## src/rtl/fib_pkg.sv

```systemverilog
// fib_pkg: shared types and constants for the Fibonacci/Lucas term generator
package fib_pkg;
  typedef enum logic [1:0] {IDLE = 2'd0, CALC = 2'd1, DONE = 2'd2} state_t;
  localparam logic MODE_FIB   = 1'b0;
  localparam logic MODE_LUCAS = 1'b1;
  localparam logic [1:0] FIB_SEED0 = 2'd0;
  localparam logic [1:0] FIB_SEED1 = 2'd1;
  localparam logic [1:0] LUC_SEED0 = 2'd2;
  localparam logic [1:0] LUC_SEED1 = 2'd1;
  function automatic logic [1:0] seed0(input logic mode);
    return mode == MODE_LUCAS ? LUC_SEED0 : FIB_SEED0;
  endfunction
  function automatic logic [1:0] seed1(input logic mode);
    return mode == MODE_LUCAS ? LUC_SEED1 : FIB_SEED1;
  endfunction
endpackage

```

## src/rtl/fib_seq_gen_if.sv

```systemverilog
// fib_seq_gen_if: request/result handshake bundle of the term generator
interface fib_seq_gen_if #(parameter int WIDTH = 16, parameter int N_WIDTH = 5);
  logic [N_WIDTH-1:0] N;
  logic               mode;
  logic               N_valid;
  logic               N_ready;
  logic [WIDTH-1:0]   Q1;
  logic [WIDTH-1:0]   Fibo_out;
  logic               Fibo_valid;
  logic               Fibo_ovf;
  modport master (output N, mode, N_valid, input N_ready, Q1, Fibo_out, Fibo_valid, Fibo_ovf);
  modport slave  (input N, mode, N_valid, output N_ready, Q1, Fibo_out, Fibo_valid, Fibo_ovf);
endinterface

```

## src/rtl/fib_step_dp.sv

```systemverilog
// fib_step_dp: one combinational recurrence step with sticky overflow tracking
module fib_step_dp #(parameter int WIDTH = 16) (
  input  logic [WIDTH-1:0] a,
  input  logic [WIDTH-1:0] b,
  input  logic             ovf_a,
  input  logic             ovf_b,
  output logic [WIDTH-1:0] a_n,
  output logic [WIDTH-1:0] b_n,
  output logic             ovf_a_n,
  output logic             ovf_b_n
);
  logic c;
  assign {c, b_n} = {1'b0, a} + {1'b0, b};
  assign a_n = b;
  assign ovf_a_n = ovf_b;
  assign ovf_b_n = ovf_a | ovf_b | c;
endmodule

```

## src/rtl/fib_seq_gen.sv

```systemverilog
// fib_seq_gen: iterative Nth-term Fibonacci/Lucas generator, one term per clock
module fib_seq_gen
  import fib_pkg::*;
#(
  parameter int WIDTH   = 16,
  parameter int N_WIDTH = 5
) (
  input logic clk,
  input logic reset,
  fib_seq_gen_if.slave bus
);
  state_t             state;
  logic [WIDTH-1:0]   a, b, a_n, b_n, fibo_out;
  logic               ovf_a, ovf_b, ovf_a_n, ovf_b_n, fibo_valid, fibo_ovf;
  logic [N_WIDTH-1:0] cnt;
  fib_step_dp #(.WIDTH(WIDTH)) u_step (
    .a(a), .b(b), .ovf_a(ovf_a), .ovf_b(ovf_b),
    .a_n(a_n), .b_n(b_n), .ovf_a_n(ovf_a_n), .ovf_b_n(ovf_b_n)
  );
  assign bus.N_ready    = (state == IDLE) && !reset;
  assign bus.Q1         = a;
  assign bus.Fibo_out   = fibo_out;
  assign bus.Fibo_valid = fibo_valid;
  assign bus.Fibo_ovf   = fibo_ovf;
  always_ff @(posedge clk)
    if (reset) begin
      state      <= IDLE;
      a          <= '0;
      b          <= '0;
      cnt        <= '0;
      ovf_a      <= 1'b0;
      ovf_b      <= 1'b0;
      fibo_out   <= '0;
      fibo_valid <= 1'b0;
      fibo_ovf   <= 1'b0;
    end else begin
      case (state)
        IDLE: if (bus.N_valid) begin
          a     <= WIDTH'(seed0(bus.mode));
          b     <= WIDTH'(seed1(bus.mode));
          cnt   <= bus.N;
          ovf_a <= 1'b0;
          ovf_b <= 1'b0;
          state <= CALC;
        end
        CALC: if (cnt != '0) begin
          a     <= a_n;
          b     <= b_n;
          ovf_a <= ovf_a_n;
          ovf_b <= ovf_b_n;
          cnt   <= cnt - 1'b1;
        end else begin
          // a holds the requested term; b is only look-ahead and its wrap is ignored
          fibo_out   <= a;
          fibo_ovf   <= ovf_a;
          fibo_valid <= 1'b1;
          state      <= DONE;
        end
        DONE: begin
          fibo_valid <= 1'b0;
          state      <= IDLE;
        end
        default: state <= IDLE;
      endcase
    end
endmodule

```

## src/flat_wrapper.sv

```systemverilog
// flat-port wrapper written by rule: the top's interface ports become plain ports
module fib_seq_gen_flat import fib_pkg::*;
#(
  parameter int WIDTH   = 16,
  parameter int N_WIDTH = 5
)
  (clk, reset, bus_N, bus_mode, bus_N_valid, bus_N_ready, bus_Q1, bus_Fibo_out, bus_Fibo_valid, bus_Fibo_ovf);
  fib_seq_gen_if #(.WIDTH(WIDTH), .N_WIDTH(N_WIDTH)) bus_i ();
  input logic clk;
  input logic reset;
  input wire logic [$bits(bus_i.N)-1:0] bus_N;
  input wire logic [$bits(bus_i.mode)-1:0] bus_mode;
  input wire logic [$bits(bus_i.N_valid)-1:0] bus_N_valid;
  output wire logic [$bits(bus_i.N_ready)-1:0] bus_N_ready;
  output wire logic [$bits(bus_i.Q1)-1:0] bus_Q1;
  output wire logic [$bits(bus_i.Fibo_out)-1:0] bus_Fibo_out;
  output wire logic [$bits(bus_i.Fibo_valid)-1:0] bus_Fibo_valid;
  output wire logic [$bits(bus_i.Fibo_ovf)-1:0] bus_Fibo_ovf;
  assign bus_i.N = bus_N;
  assign bus_i.mode = bus_mode;
  assign bus_i.N_valid = bus_N_valid;
  assign bus_N_ready = bus_i.N_ready;
  assign bus_Q1 = bus_i.Q1;
  assign bus_Fibo_out = bus_i.Fibo_out;
  assign bus_Fibo_valid = bus_i.Fibo_valid;
  assign bus_Fibo_ovf = bus_i.Fibo_ovf;
  fib_seq_gen #(.WIDTH(WIDTH), .N_WIDTH(N_WIDTH)) u_core (.clk(clk), .reset(reset), .bus(bus_i));
endmodule
```

## config.mk

```make
export PLATFORM = sky130hd
export DESIGN_NAME = fib_seq_gen_flat
export DESIGN_NICKNAME = d
export VERILOG_FILES = /design/src/rtl/fib_pkg.sv /design/src/rtl/fib_seq_gen_if.sv /design/src/rtl/fib_step_dp.sv /design/src/rtl/fib_seq_gen.sv /design/src/flat_wrapper.sv
export SDC_FILE = /design/constraint.sdc
export NUM_CORES = 1
export LEC_CHECK = 0
export ABC_AREA = 1
export CORE_AREA = 2 2 93 95
export DETAILED_ROUTE_END_ITERATION = 12
export DIE_AREA = 0 0 95 97
export DONT_BUFFER_PORTS = 1
export GPL_TIMING_DRIVEN = 0
export PLACE_DENSITY = 0.66
export SYNTH_ARGS = -nofsm -noshare
export SYNTH_HDL_FRONTEND = slang
export SYNTH_SLANG_ARGS = --single-unit
```

## constraint.sdc

```tcl
create_clock -name clk -period 1.6 [get_ports clk]
set_clock_uncertainty 0.05 [all_clocks]
set_input_delay 0.32 -clock clk [delete_from_list [all_inputs] [get_ports clk]]
set_output_delay 0.32 -clock clk [all_outputs]
set_load 0.005 [all_outputs]
```

# After elaboration in Yosys (flattened, before gate mapping)

Cells that the tools add are included.

Add/subtract/negate cells: 2
Multipliers: 0
Divide/modulo/power cells: 0
Magnitude comparators: 0
Equal/unequal tests: 5
Shift-type cells: 0
Multiplexer cells: 20
Bitwise logic cells: 3
Reductions and logical operators: 10

Operators with widths:

| operator                                             | count |
|---|---|
| two-way mux 16 bit                                   | 4 |
| one-hot mux 16 bit (2 select lines)                  | 2 |
| adder 16 x 16 -> 17 bit                              | 1 |
| two-way mux 5 bit                                    | 2 |
| one-hot mux 5 bit (2 select lines)                   | 1 |
| two-way mux 2 bit                                    | 3 |
| one-hot mux 1 bit (2 select lines)                   | 3 |
| AND reduction 2 bit                                  | 3 |
| nonzero test 5 bit                                   | 1 |
| subtractor 5 x 1 -> 5 bit (second input constant)    | 1 |
| two-way mux 1 bit                                    | 4 |
| != test 2 bit (second input constant)                | 2 |
| one-hot mux 2 bit (2 select lines)                   | 1 |
| nonzero test 2 bit                                   | 2 |
| AND reduction 3 bit                                  | 1 |
| equality test 2 x 1 -> 1 bit (second input constant) | 1 |
| equality test 2 bit (second input constant)          | 1 |
| zero test 2 bit                                      | 1 |
| != test 2 x 1 -> 1 bit (second input constant)       | 1 |
| OR 1 bit                                             | 2 |
| logical AND 1 bit                                    | 1 |
| zero test 1 bit                                      | 1 |
| NOT 1 bit                                            | 1 |

Register bits after elaboration: 59
Bits in latches: 0
Bits in writable memories: 0
Bits in read-only memories: 0
Input bits: 9
Output and inout port bits: 35
Word-level logic and storage cells: 49
Memories kept: 0

# Depth between registers and ports, before layout

Depth after elaboration: 4
Gate-level depth with buffers: 12
Depth with buffers taken out: 12

# Hierarchy

A second synthesis with hierarchy kept.

Cell total of the unflattened synthesis: 492
Area total of the unflattened synthesis: 3343.2 µm²

By module, submodules not included:

| module      | instances | cells each | area an instance (µm²) |
|---|---|---|---|
| fib_seq_gen | 1         | 290        | 2258.4 |
| fib_step_dp | 1         | 202        | 1084.8 |

# Least setup slack after synthesis

OpenSTA, ideal clock, no wires.

Path type: register to register
Start: register u_core.a[0], in the netlist u_core.bus.Q1[0]
End: register u_core.ovf_b
Library setup time: 0.070 ns
Data arrival time: 1.604 ns
Data required time: 1.480 ns
Path slack: -0.125 ns
Stages on the path, launching flop included: 13
Buffers on the path: 0
Period minus slack after synthesis: 1.725 ns
Path through: dfxtp_1 ha_1 inv_1 fa_1 inv_1 nand3_1 nand3_1 nand3_1 nand3_1 nand2_1 nand2_1 nand2_1 a21oi_1

Longest elaborated chain between the ends: 4

Ends and longest elaborated chain:

| element                            | line              | source |
|---|---|---|
| from (decl)                        | fib_seq_gen.sv:13 | `logic [WIDTH-1:0] a, b, a_n, b_n, fibo_out;` |
| from (signal assigned)             | fib_seq_gen.sv:39 | `a <= WIDTH'(seed0(bus.mode));` |
| from (signal assigned)             | fib_seq_gen.sv:47 | `a <= a_n;` |
| adder 16 x 16 -> 17 bit            | fib_step_dp.sv:13 | `assign {c, b_n} = {1'b0, a} + {1'b0, b};` |
| OR 1 bit                           | fib_step_dp.sv:16 | `assign ovf_b_n = ovf_a \| ovf_b \| c;` |
| two-way mux 1 bit                  | fib_seq_gen.sv:46 | `CALC: if (cnt != '0) begin` |
| one-hot mux 1 bit (2 select lines) | fib_seq_gen.sv:37 | `case (state)` |
| to (signal assigned)               | fib_seq_gen.sv:50 | `ovf_b <= ovf_b_n;` |
| to (decl)                          | fib_seq_gen.sv:14 | `logic ovf_a, ovf_b, ovf_a_n, ovf_b_n, fibo_valid, fibo_ovf;` |

Every way passes these cells. The select of a mux whose other input is x is not followed.
A chain may end at the register's enable or synchronous reset.

# Worst setup path after layout

Start: register u_core.a[0], in the netlist u_core.bus.Q1[0]
End: register u_core.b[14]

Longest elaborated chain between the ends: 3

Ends and longest elaborated chain:

| element                             | line              | source |
|---|---|---|
| adder 16 x 16 -> 17 bit             | fib_step_dp.sv:13 |  |
| two-way mux 16 bit                  | fib_seq_gen.sv:46 |  |
| one-hot mux 16 bit (2 select lines) | fib_seq_gen.sv:37 |  |
| to (signal assigned)                | fib_seq_gen.sv:40 | `b <= WIDTH'(seed1(bus.mode));` |
| to (signal assigned)                | fib_seq_gen.sv:48 | `b <= b_n;` |
| to (decl)                           | fib_seq_gen.sv:13 |  |

Every way passes these cells. The select of a mux whose other input is x is not followed.

==> run summary <==
Run status
* status: complete, but fails checks
* violated checks: negative setup slack

STA
* transition time at the pin with the least slew margin: 695 ps
* number of max-slew violations in the final report: 0
* number of endpoints with negative hold slack in the final report: 0
* setup TNS: -799 ps
* shortest clock period the worst path allows after layout: 1730 ps
* Tcrit/Tclk final: 108%
* Worst Slack Setup Final: -135 ps
* final count of negative-setup-slack endpoints: 13
* upper clock frequency limit: 576 MHz
* RSZ-0062 raised after global routing: true
* final hold slack: 80.8 ps
* normalized max-slew margin: 53.7%

Placed design
* RD Place Congestion: 0.864
* half-perimeter wire length after placement: 5.70 mm
* Port Buffer Count: 0
* post-placement setup slack: -249 ps
* placed inst area: 3360 um2

Synth
* number of register bits inferred by synthesis: 59
* distinct cell type count of the synthesized netlist: 33
* average cell area after synthesis: 6.85 um2
* sequential element share of the synthesized area: 37.0%
* number of instances in the synthesized netlist: 466
* cell area after synthesis: 3190 um2
* total nets after synthesis: 494
* count of synthesis-stage warnings from yosys: 0

Routing
* number of DRC violations after detailed-routing iteration 0: 178
* drc violations: 0
* First-pass DRT Iterations: 4
* total number of vias: 3152
* post-route antenna net violation count: 0
* uppermost routed layer: met4
* total length of routed met3 wires: 564 um
* total wire length after detailed routing: 9.18 mm
* drt via density: 5.23
* WL/cell: 15.2 um
* detailed-routing wirelength on met1: 3.78 mm
* met2 wire length: 4.52 mm

Clocking
* CTS Buffer Depth: 2
* clock sinks: 59
* post-cts hold buffer count: 0
* clk slew on worst S/H paths: 70 ps
* number of clock buffers inserted by TritonCTS: 9
* Clk Tree Root Cell: sky130_fd_sc_hd__clkbuf_8
* Clock Latency Late Sink: 350 ps
* CTS tree: built
* H-tree levels: 3

Cells and area
* post-layout net count: 522
* most frequent cells in the layout: 129 x sky130_fd_sc_hd__nand2_1, 63 x sky130_fd_sc_hd__inv_1, 47 x sky130_fd_sc_hd__a21oi_1
* Area Growth Syn to Fin: 32.5%
* most common cell after layout, fill and taps aside: sky130_fd_sc_hd__nand2_1
* final instance area: 4230 um2
* proportion of layout cells with a drive suffix above 1: 29.9%
* Antenna Cells: 0

Setup path
* Startpoint Class: flop
* critical path arrival: 1890 ps
* Max FO, Critical Path: 4
* CP Data Required Time: 1750 ps
* kind of end point of the critical path: flop
* type of the setup path with the least slack: flop to flop

Pwr
* sw frac: 31.7%
* sequential fraction of design power: 44.9%
* P_leak: 1.71 nW
* clock share of power: 32.5%
* total internal power: 2.51 mW
* power density over the cells: 869 nW/um2
* Worst VDD drop: 0.373 mV
* net switching power figure: 1.17 mW
* power share of the combinational group: 22.6%

Floorplanning
* Vert. Die Dim: 97 um
* number of top-level pins: 44
* die outline area: 9220 um2
* CORE AREA: 8130 um2
* effective utilization at floorplan: 39.3%
* Die X-Extent: 95 um
* number of placement rows: 33

Min path
* worst hold path class: input pin to flop

GRT
* remaining global-route overflow: 0
* global-route usage over all layers: 18.7%
* largest net degree at the start of global routing: 11
* wire length of the first global-routing pass: 13.6 mm
* number of antenna violations at the first check in global routing: 0
* number of global-route vias before repair: 2889

Run
* max-capacitance violation count: 0

## cells by family (layout without fill, tap and decap cells)
group	Yosys count	after routing	synth area share (%)
simple gates	208	208	27.5
compound gates	90	90	15.4
buf+inv	85	117	11.0
flops	59	59	37.0
fa+ha+maj	19	19	7.68
xor+xnor	4	4	1.10
mux	1	1	0.313
## through the flow
stage	utilization (%)	std cells	power [mW]
2_1_floorplan	-	466	2.11
3_3_place_gp	41.3	571	2.25
3_5_place_dp	41.3	571	2.26
4_1_cts	47.4	593	3.46
5_1_grt	52.0	603	3.87
6_report	52.0	603	3.68
## metal layers
metal | GRT usage, % | up-vias
li1 | - | 1541
met1 | 22.8 | 1479
met2 | 31.9 | 105
met3 | 4.21 | 27
met4 | 6.69 | 0
met5 | 0 | -
## repair_timing
action / 4_1_cts / 5_1_grt
pin swaps: 11 / 30
buffers inserted: 7 / 7
resized for setup: 54 / 71
gates cloned: 0 / 3
setup endpoints to repair: 35 / 50
## flip-flops by register name, summed over array words and instances (netlist names)
register               flops
u_core.bus.Fibo_valid      1
u_core.bus.Fibo_out       16
u_core.bus.Q1             16
u_core.ovf_a               1
u_core.ovf_b               1
u_core.cnt                 5
u_core.bus.Fibo_ovf        1
u_core.b                  16
u_core.state               2
## layout make-up
cell class              count  area, um2
fillers                   717       3900
multi-input cells         322       2110
flip-flops and latches     59       1230
inverters                  70        275
repair buffers             17        204
clock buffers              10        138
well taps                 105        131
plain buffers              15        113
clock inverters             5       30.0
## path summary, 6_finish.rpt
| path | from | endpoint | slack (ps) | depth (start not counted) |
|---|---|---|---|---|
| worst min-delay path | bus_mode | u_core.bus.Q1[1] | 80 | 2 |
| worst max-delay path | u_core.bus.Q1[0] | u_core.b[14] | -130 | 11 |
| worst max register to register | u_core.bus.Q1[0] | u_core.b[14] | -130 | 11 |
| worst min register to register | u_core.bus.Fibo_ovf | u_core.bus.Fibo_ovf | 410 | 2 |
## cell usage after synthesis, drive strengths merged
master / instances / area share, %
nor2: 19 / 2.7
clkbuf: 7 / 0.82
ha: 18 / 7.1
a21oi: 57 / 9.1
buf: 8 / 1.8
nor3: 5 / 0.78
nand4: 2 / 0.59
xnor2: 1 / 0.27
dfxtp: 59 / 37
o211a: 1 / 0.31
o21ai: 26 / 4.4
fa: 1 / 0.63
a31oi: 2 / 0.39
nand2: 148 / 18
mux2i: 1 / 0.31
o221a: 1 / 0.35
o22ai: 1 / 0.20
or2: 7 / 1.4
nand3: 24 / 3.8
inv: 70 / 8.4
a211oi: 2 / 0.63
xor2: 3 / 0.82
nand3b: 3 / 0.71
## critical path: stages, from the launching register on
cell and delay (ps):
sky130_fd_sc_hd__dfxtp_4 380, sky130_fd_sc_hd__ha_4 140, sky130_fd_sc_hd__inv_2 40, sky130_fd_sc_hd__fa_2 340, sky130_fd_sc_hd__inv_2 80, sky130_fd_sc_hd__nand2_1 70
sky130_fd_sc_hd__nand3_2 120, sky130_fd_sc_hd__nand2_2 70, sky130_fd_sc_hd__nand2_1 90, sky130_fd_sc_hd__nand2_1 80, sky130_fd_sc_hd__nand3_2 70, sky130_fd_sc_hd__a21oi_1 60
## power groups by stage
stage / clock (mW) / combinational [mW] / sequential [mW]
2_1_floorplan: 0 / 0.439 / 1.68
3_5_place_dp: 0 / 0.568 / 1.70
3_3_place_gp: 0 / 0.555 / 1.69
6_report: 1.19 / 0.831 / 1.65
4_1_cts: 1.20 / 0.606 / 1.66
5_1_grt: 1.30 / 0.901 / 1.67
Note: power is estimated with default switching activity, not from simulation.
==> RTL edit 1, RTL diff (same settings) <==
Re-encode `state_t` (3 states) as one-hot, 3 bits wide.
--- a/src/rtl/fib_pkg.sv
+++ b/src/rtl/fib_pkg.sv
@@ -2,3 +2,3 @@
 package fib_pkg;
-  typedef enum logic [1:0] {IDLE = 2'd0, CALC = 2'd1, DONE = 2'd2} state_t;
+  typedef enum logic [2:0] {IDLE = 3'b001, CALC = 3'b010, DONE = 3'b100} state_t;
   localparam logic MODE_FIB   = 1'b0;
Behaviour: no difference found for any inputs over 10 cycles, from zero or initial values and one cycle with reset high; not proved beyond that.
==> RTL edit 1 against the original RTL <==
The flow still finishes with violations (negative setup slack); final area up 5.9%; final cell count up 4.1%; sequential share of layout area shrank 0.82 points; die area did not move; setup slack better by 14 ps; total power decreased by 1.1%; area after synthesis rose by 0.55%; sequential cell count up 1; synthesized cell count is 3.0% higher; wire length grew 8.1%.
==> RTL edit 1: results (changes against the original RTL) <==
- The worst supply voltage drop on vdd is 0.000464 V (was 0.000373 V).
- The area of placed instances is 0.00337 sq mm (was 0.00336 sq mm).
- The final total negative setup slack is -857 ps (was -799 ps).
- The global-route wire length before repair is 15.2 mm (was 13.6 mm).
- Commonest cells in the netlist: sky130_fd_sc_hd__nand2_1 (125), sky130_fd_sc_hd__dfxtp_1 (60), sky130_fd_sc_hd__inv_1 (52), sky130_fd_sc_hd__nor2_1 (52), sky130_fd_sc_hd__a21oi_1 (51) (was sky130_fd_sc_hd__nand2_1 (147), sky130_fd_sc_hd__inv_1 (68), sky130_fd_sc_hd__dfxtp_1 (59), sky130_fd_sc_hd__a21oi_1 (56), sky130_fd_sc_hd__o21ai_0 (25)).
- The net switching share of the total power is 0.311 (was 0.317).
- Result of the run: complete, but fails checks (unchanged).
- The terminating pin of the worst hold path is u_core.state[0] (was u_core.bus.Q1[1]).
- The depth of the worst hold-timing path is 1 (was 2).
- The worst slew margin relative to its limit is 0.459 (was 0.537).
- The unique cell type count in the Yosys netlist was 28 (was 33).
- The critical path data arrival time came to 1910 ps (was 1890 ps).
- The per-instance average area after synthesis was 6.69 sq um (was 6.85 sq um).
- The clock-pin slew of the registers on the worst-case setup and hold paths is 70 ps (about the same).
- The net count of the mapped netlist came to 508 (was 494).
- The least setup slack across all paths after layout is -120 ps (was -135 ps).
- The worst hold-check slack is 74.9 ps (was 80.8 ps).
- The average detailed-routed wire length per instance is 15.8 microns (was 15.2 microns).
- The share of synthesized area occupied by flip-flops and latches is 0.374 (was 0.370).
- Failing checks: negative setup slack (unchanged).
- The static leakage is 1.93 nW (was 1.71 nW).
- The endpoint of the most critical register-to-register path is u_core.b[4] (was u_core.b[14]).
- The startpoint of the worst hold path is bus_N_valid (was bus_mode).
- Largest cells by area after synthesis: sky130_fd_sc_hd__dfxtp_1 (37%), sky130_fd_sc_hd__nand2_1 (15%), sky130_fd_sc_hd__a21oi_1 (8.0%), sky130_fd_sc_hd__ha_1 (7.0%), sky130_fd_sc_hd__nand3_1 (6.7%) (was sky130_fd_sc_hd__dfxtp_1 (37%), sky130_fd_sc_hd__nand2_1 (17%), sky130_fd_sc_hd__a21oi_1 (8.8%), sky130_fd_sc_hd__inv_1 (8.0%), sky130_fd_sc_hd__ha_1 (7.1%)).
- The global routing usage summed across all routing layers is 0.212 (was 0.187).
- The placer's final routability congestion estimate was 0.900 (was 0.864).
- The initial DRC count is 186 (was 178).
- The cell depth of the worst flop-to-flop path is 10 (was 11).
- The deepest level of the CTS H-tree is 3 (unchanged).
- The worst setup slack before clock tree synthesis is -325 ps (was -249 ps).
- The per-cell via count in the routed design is 5.24 (was 5.23).
- The count of final setup violators is 21 (was 13).
- The share of final-layout standard cells stronger than drive strength 1 is 0.361 (was 0.299).
- The overall routed net length is 9.92 mm (was 9.18 mm).
- The number of cells in the design after placement is 585 (was 571).
- The number of global-route vias before repair is 3,150 (was 2,889).
- The pin count of the biggest net entering global routing was 19 (was 11).
- The detailed-placement wirelength estimate is 5.95 mm (was 5.70 mm).
- The number of nets in the layout was 546 (was 522).
==> RTL edit 1: cell types whose count changed after synthesis, sizes merged, moves of 6 or more <==
cell / change
o21ai: +11
a21oi: -6
inv: -15
nand2: -22
nor2: +34
nand3: +19
==> RTL edit 1: metal layers <==
metal | share of wire | up-vias | GRT usage
li1 | - | 1628 | -
met1 | 0.42 | 1551 | 0.262
met2 | 0.49 | 99 | 0.357
met3 | 0.072 | 15 | 0.0576
met4 | 0.019 | 0 | 0.0624
met5 | 0 | - | 0
==> RTL edit 1: cell families (layout without fill, tap and decap cells) <==
group | Yosys count | in the layout | share of synthesized area
adders and majority gates | 19 | 19 | 0.0764
buffers and inverters | 74 | 117 | 0.0970
DFF | 60 | 60 | 0.374
and+or+nand+nor | 236 | 236 | 0.307
AOI/OAI and AO/OA | 90 | 90 | 0.142
xor gates and xnor gates | 1 | 1 | 0.00273
==> RTL edit 1: power by group through the flow <==
stage | Clock [mW] | Combinational (mW) | Sequential, mW
3_5_place_dp | 0 | 0.424 | 1.63
3_3_place_gp | 0 | 0.416 | 1.63
2_1_floorplan | 0 | 0.318 | 1.62
4_1_cts | 1.25 | 0.690 | 1.61
5_1_grt | 1.33 | 0.847 | 1.61
6_report | 1.24 | 0.797 | 1.60
==> RTL edit 1: area by class of cell <==
type	instances	area [sq um]
Sequential cell	60	1270
Buffer	17	151
Clock inverter	5	27.5
Multi-Input combinational cell	346	2260
Clock buffer	11	141
Timing Repair inverter	1	7.51
Tap cell	105	131
Inverter	56	219
Fill cell	700	3650
Timing Repair Buffer	27	279
==> RTL edit 1: timing repair <==
item,4_1_cts,5_1_grt
hold buffers,0,0
pin swaps,20,24
buffers inserted,18,6
resized for setup,82,113
setup endpoints to repair,60,56
gates cloned,4,1
==> RTL edit 1: worst max-delay path by stage <==
stage / from / end / cells after the start
after floorplan: u_core.bus.Q1[0] / u_core.ovf_b / 12
after global placement: u_core.cnt[0] / u_core.bus.Q1[3] / 9
after global routing: u_core.bus.Q1[0] / u_core.b[14] / 11
final: u_core.bus.Q1[0] / u_core.b[4] / 10
after CTS: u_core.bus.Q1[0] / u_core.ovf_b / 12
after detailed placement: u_core.state[2] / u_core.bus.Fibo_out[12] / 7
==> RTL edit 1: worst max-delay path, cell delays in order, from the launching register on <==
cell,delay (ps)
sky130_fd_sc_hd__dfxtp_4,370
sky130_fd_sc_hd__ha_4,160
sky130_fd_sc_hd__inv_2,50
sky130_fd_sc_hd__fa_2,210
sky130_fd_sc_hd__inv_4,50
sky130_fd_sc_hd__nand3_4,60
sky130_fd_sc_hd__nand3_4,90
sky130_fd_sc_hd__buf_4,150
sky130_fd_sc_hd__or2_2,280
sky130_fd_sc_hd__nand3_2,70
sky130_fd_sc_hd__a21oi_1,60
==> RTL edit 2, RTL diff (config.mk and constraints unchanged) <==
Without the edit above. `N_WIDTH` is set to 5 in 3 places; all go to 4.
--- a/src/rtl/fib_seq_gen_if.sv
+++ b/src/rtl/fib_seq_gen_if.sv
@@ -1,3 +1,3 @@
 // fib_seq_gen_if: request/result handshake bundle of the term generator
-interface fib_seq_gen_if #(parameter int WIDTH = 16, parameter int N_WIDTH = 5);
+interface fib_seq_gen_if #(parameter int WIDTH = 16, parameter int N_WIDTH = 4);
   logic [N_WIDTH-1:0] N;
--- a/src/rtl/fib_seq_gen.sv
+++ b/src/rtl/fib_seq_gen.sv
@@ -5,3 +5,3 @@
   parameter int WIDTH   = 16,
-  parameter int N_WIDTH = 5
+  parameter int N_WIDTH = 4
 ) (
--- a/src/flat_wrapper.sv
+++ b/src/flat_wrapper.sv
@@ -4,3 +4,3 @@
   parameter int WIDTH   = 16,
-  parameter int N_WIDTH = 5
+  parameter int N_WIDTH = 4
 )
Interface: changed (resized bus_N); port bits go from 44 to 43. The function was not compared with the original's and may differ.
==> RTL edit 2 against the original RTL <==
Critical path depth unchanged; setup slack improved by 64 ps; worst hold slack got worse by 1.7 ps; area after synthesis fell by 2.3%; wire length shrank 3.0%; total power down 0.40%; sequential share of layout area grew 1.4 points; sequential cell count fell by 1; critical path type unchanged; highest routed layer unchanged; fmax grew 3.8%; the flow still finishes with violations (negative setup slack); final area fell by 6.5%.
==> RTL edit 2: results (changes against the original RTL) <==
- Result of the run: complete, but fails checks (unchanged).
- Failing checks: negative setup slack (unchanged).
- The count of final setup violators is 18 (was 13).
- The filler cell count was 777 (was 717).
- The amount of wire on met2 after detailed routing is 4.32 mm (was 4.52 mm).
- The multi-input combinational gate total is 335 (was 322).
- The unique cell type count in the Yosys netlist is 29 (was 33).
- The number of detailed-routing iterations run before antenna repair is 6 (was 4).
- The worst setup slack before clock tree synthesis was -203 ps (was -249 ps).
- The critical path data arrival time is 1860 ps (was 1890 ps).
- The global-route track usage on met1 came to 0.231 (was 0.228).
- The met1 wire length came to 3.80 mm (was 3.78 mm).
- The area share of fa/ha/maj cells after synthesis is 0.0746 (was 0.0768).
- The post-synthesis share of cell area spent on xor and xnor gates is 0 (was 0.0110).
- The average detailed-routed wire length per instance came to 15.2 microns (about the same).
- The share of final-layout standard cells stronger than drive strength 1 was 0.253 (was 0.299).
- The global-route wire length before repair was 14.2 mm (was 13.6 mm).
- The number of nets in the layout is 504 (was 522).
- The worst slew margin relative to its limit is 0.522 (was 0.537).
- The share of synthesized area occupied by flip-flops and latches was 0.372 (was 0.370).
- The detailed-placement wirelength estimate came to 5.92 mm (was 5.70 mm).
- The initial DRC count is 214 (was 178).
- The per-cell via count in the routed design is 5.29 (was 5.23).
- The met2 track demand over resource in global routing is 0.339 (was 0.319).
- The type of the most critical hold path is input port to register (unchanged).
- The static leakage was 1.72 nW (was 1.71 nW).
- The worst supply voltage drop on vdd is 0.000357 V (was 0.000373 V).
- The global routing usage summed across all routing layers is 0.197 (was 0.187).
- The least setup slack across all paths after layout is -70.6 ps (was -135 ps).
- Largest cells by area after synthesis: sky130_fd_sc_hd__dfxtp_1 (37%), sky130_fd_sc_hd__nand2_1 (15%), sky130_fd_sc_hd__nand3_1 (7.2%), sky130_fd_sc_hd__ha_1 (6.8%), sky130_fd_sc_hd__nor2_1 (6.7%) (was sky130_fd_sc_hd__dfxtp_1 (37%), sky130_fd_sc_hd__nand2_1 (17%), sky130_fd_sc_hd__a21oi_1 (8.8%), sky130_fd_sc_hd__inv_1 (8.0%), sky130_fd_sc_hd__ha_1 (7.1%)).
- The share of final layout cell area taken by clock buffers and inverters was 0.0462 (was 0.0396).
- The final total negative setup slack came to -576 ps (was -799 ps).
- The count of buffers not belonging to the clock network in the layout is 25 (was 32).
- The share of the synthesized area in compound gates (AO/OA/AOI/OAI) was 0.123 (was 0.154).
- The buffering overhead is 0.0610 (was 0.0748).
- The placer's final routability congestion estimate is 0.937 (was 0.864).
- The number of global-route vias before repair is 3,042 (was 2,889).
- The multi-input combinational cell area is 0.00200 sq mm (was 0.00211 sq mm).
- The non-clock inverter count in the final layout is 49 (was 70).
-- RTL edit 2: changes by cell type after synthesis, moves of 3 or more --
cell / change
sky130_fd_sc_hd__a21oi_1: -16
sky130_fd_sc_hd__inv_1: -23
sky130_fd_sc_hd__nand2_1: -26
sky130_fd_sc_hd__nand3_1: +21
sky130_fd_sc_hd__nor2_1: +39
sky130_fd_sc_hd__or2_2: -3
sky130_fd_sc_hd__xor2_1: -3
-- RTL edit 2: worst max-delay path: cells and delay by family, from the launching register on --
| kind | cells | cell delay (ps) |
|---|---|---|
| fa+ha+maj | 2 | 460 |
| buf+inv | 2 | 120 |
| flops | 1 | 380 |
| simple gates | 7 | 550 |
-- RTL edit 2: metrics by stage --
stage	std cells	hold slack, ps	util	instance area, sq um	total power [mW]
after global routing	587	75.4	0.487	3960	3.83
after global placement	563	405	0.403	3280	2.20
after floorplan	458	395	-	3150	2.05
after CTS	584	76.3	0.462	3760	3.58
final	587	79.1	0.487	3960	3.66
after detailed placement	563	407	0.403	3280	2.22
-- RTL edit 2: timing repair --
action                                  CTS  global route
resized for setup                        49            44
endpoints found under the setup margin   45            45
setup buffers                             6             2
pin swaps                                 6             6
cloned                                    0             2
-- RTL edit 2: power breakdown --
| part | internal (mW) | switching (mW) |
|---|---|---|
| combinational | 0.293 | 0.460 |
| clock | 0.701 | 0.610 |
| sequential | 1.53 | 0.0719 |
| total | 2.52 | 1.14 |
-- RTL edit 2: path summary, 6_finish.rpt --
check	from	endpoint	slack (ps)	depth (start not counted)
worst max-delay path	u_core.bus.Q1[0]	u_core.b[12]	-70	11
worst min-delay path	bus_N[2]	u_core.cnt[2]	80	2
worst max register to register	u_core.bus.Q1[0]	u_core.b[12]	-70	11
worst min register to register	u_core.cnt[3]	u_core.cnt[3]	410	2
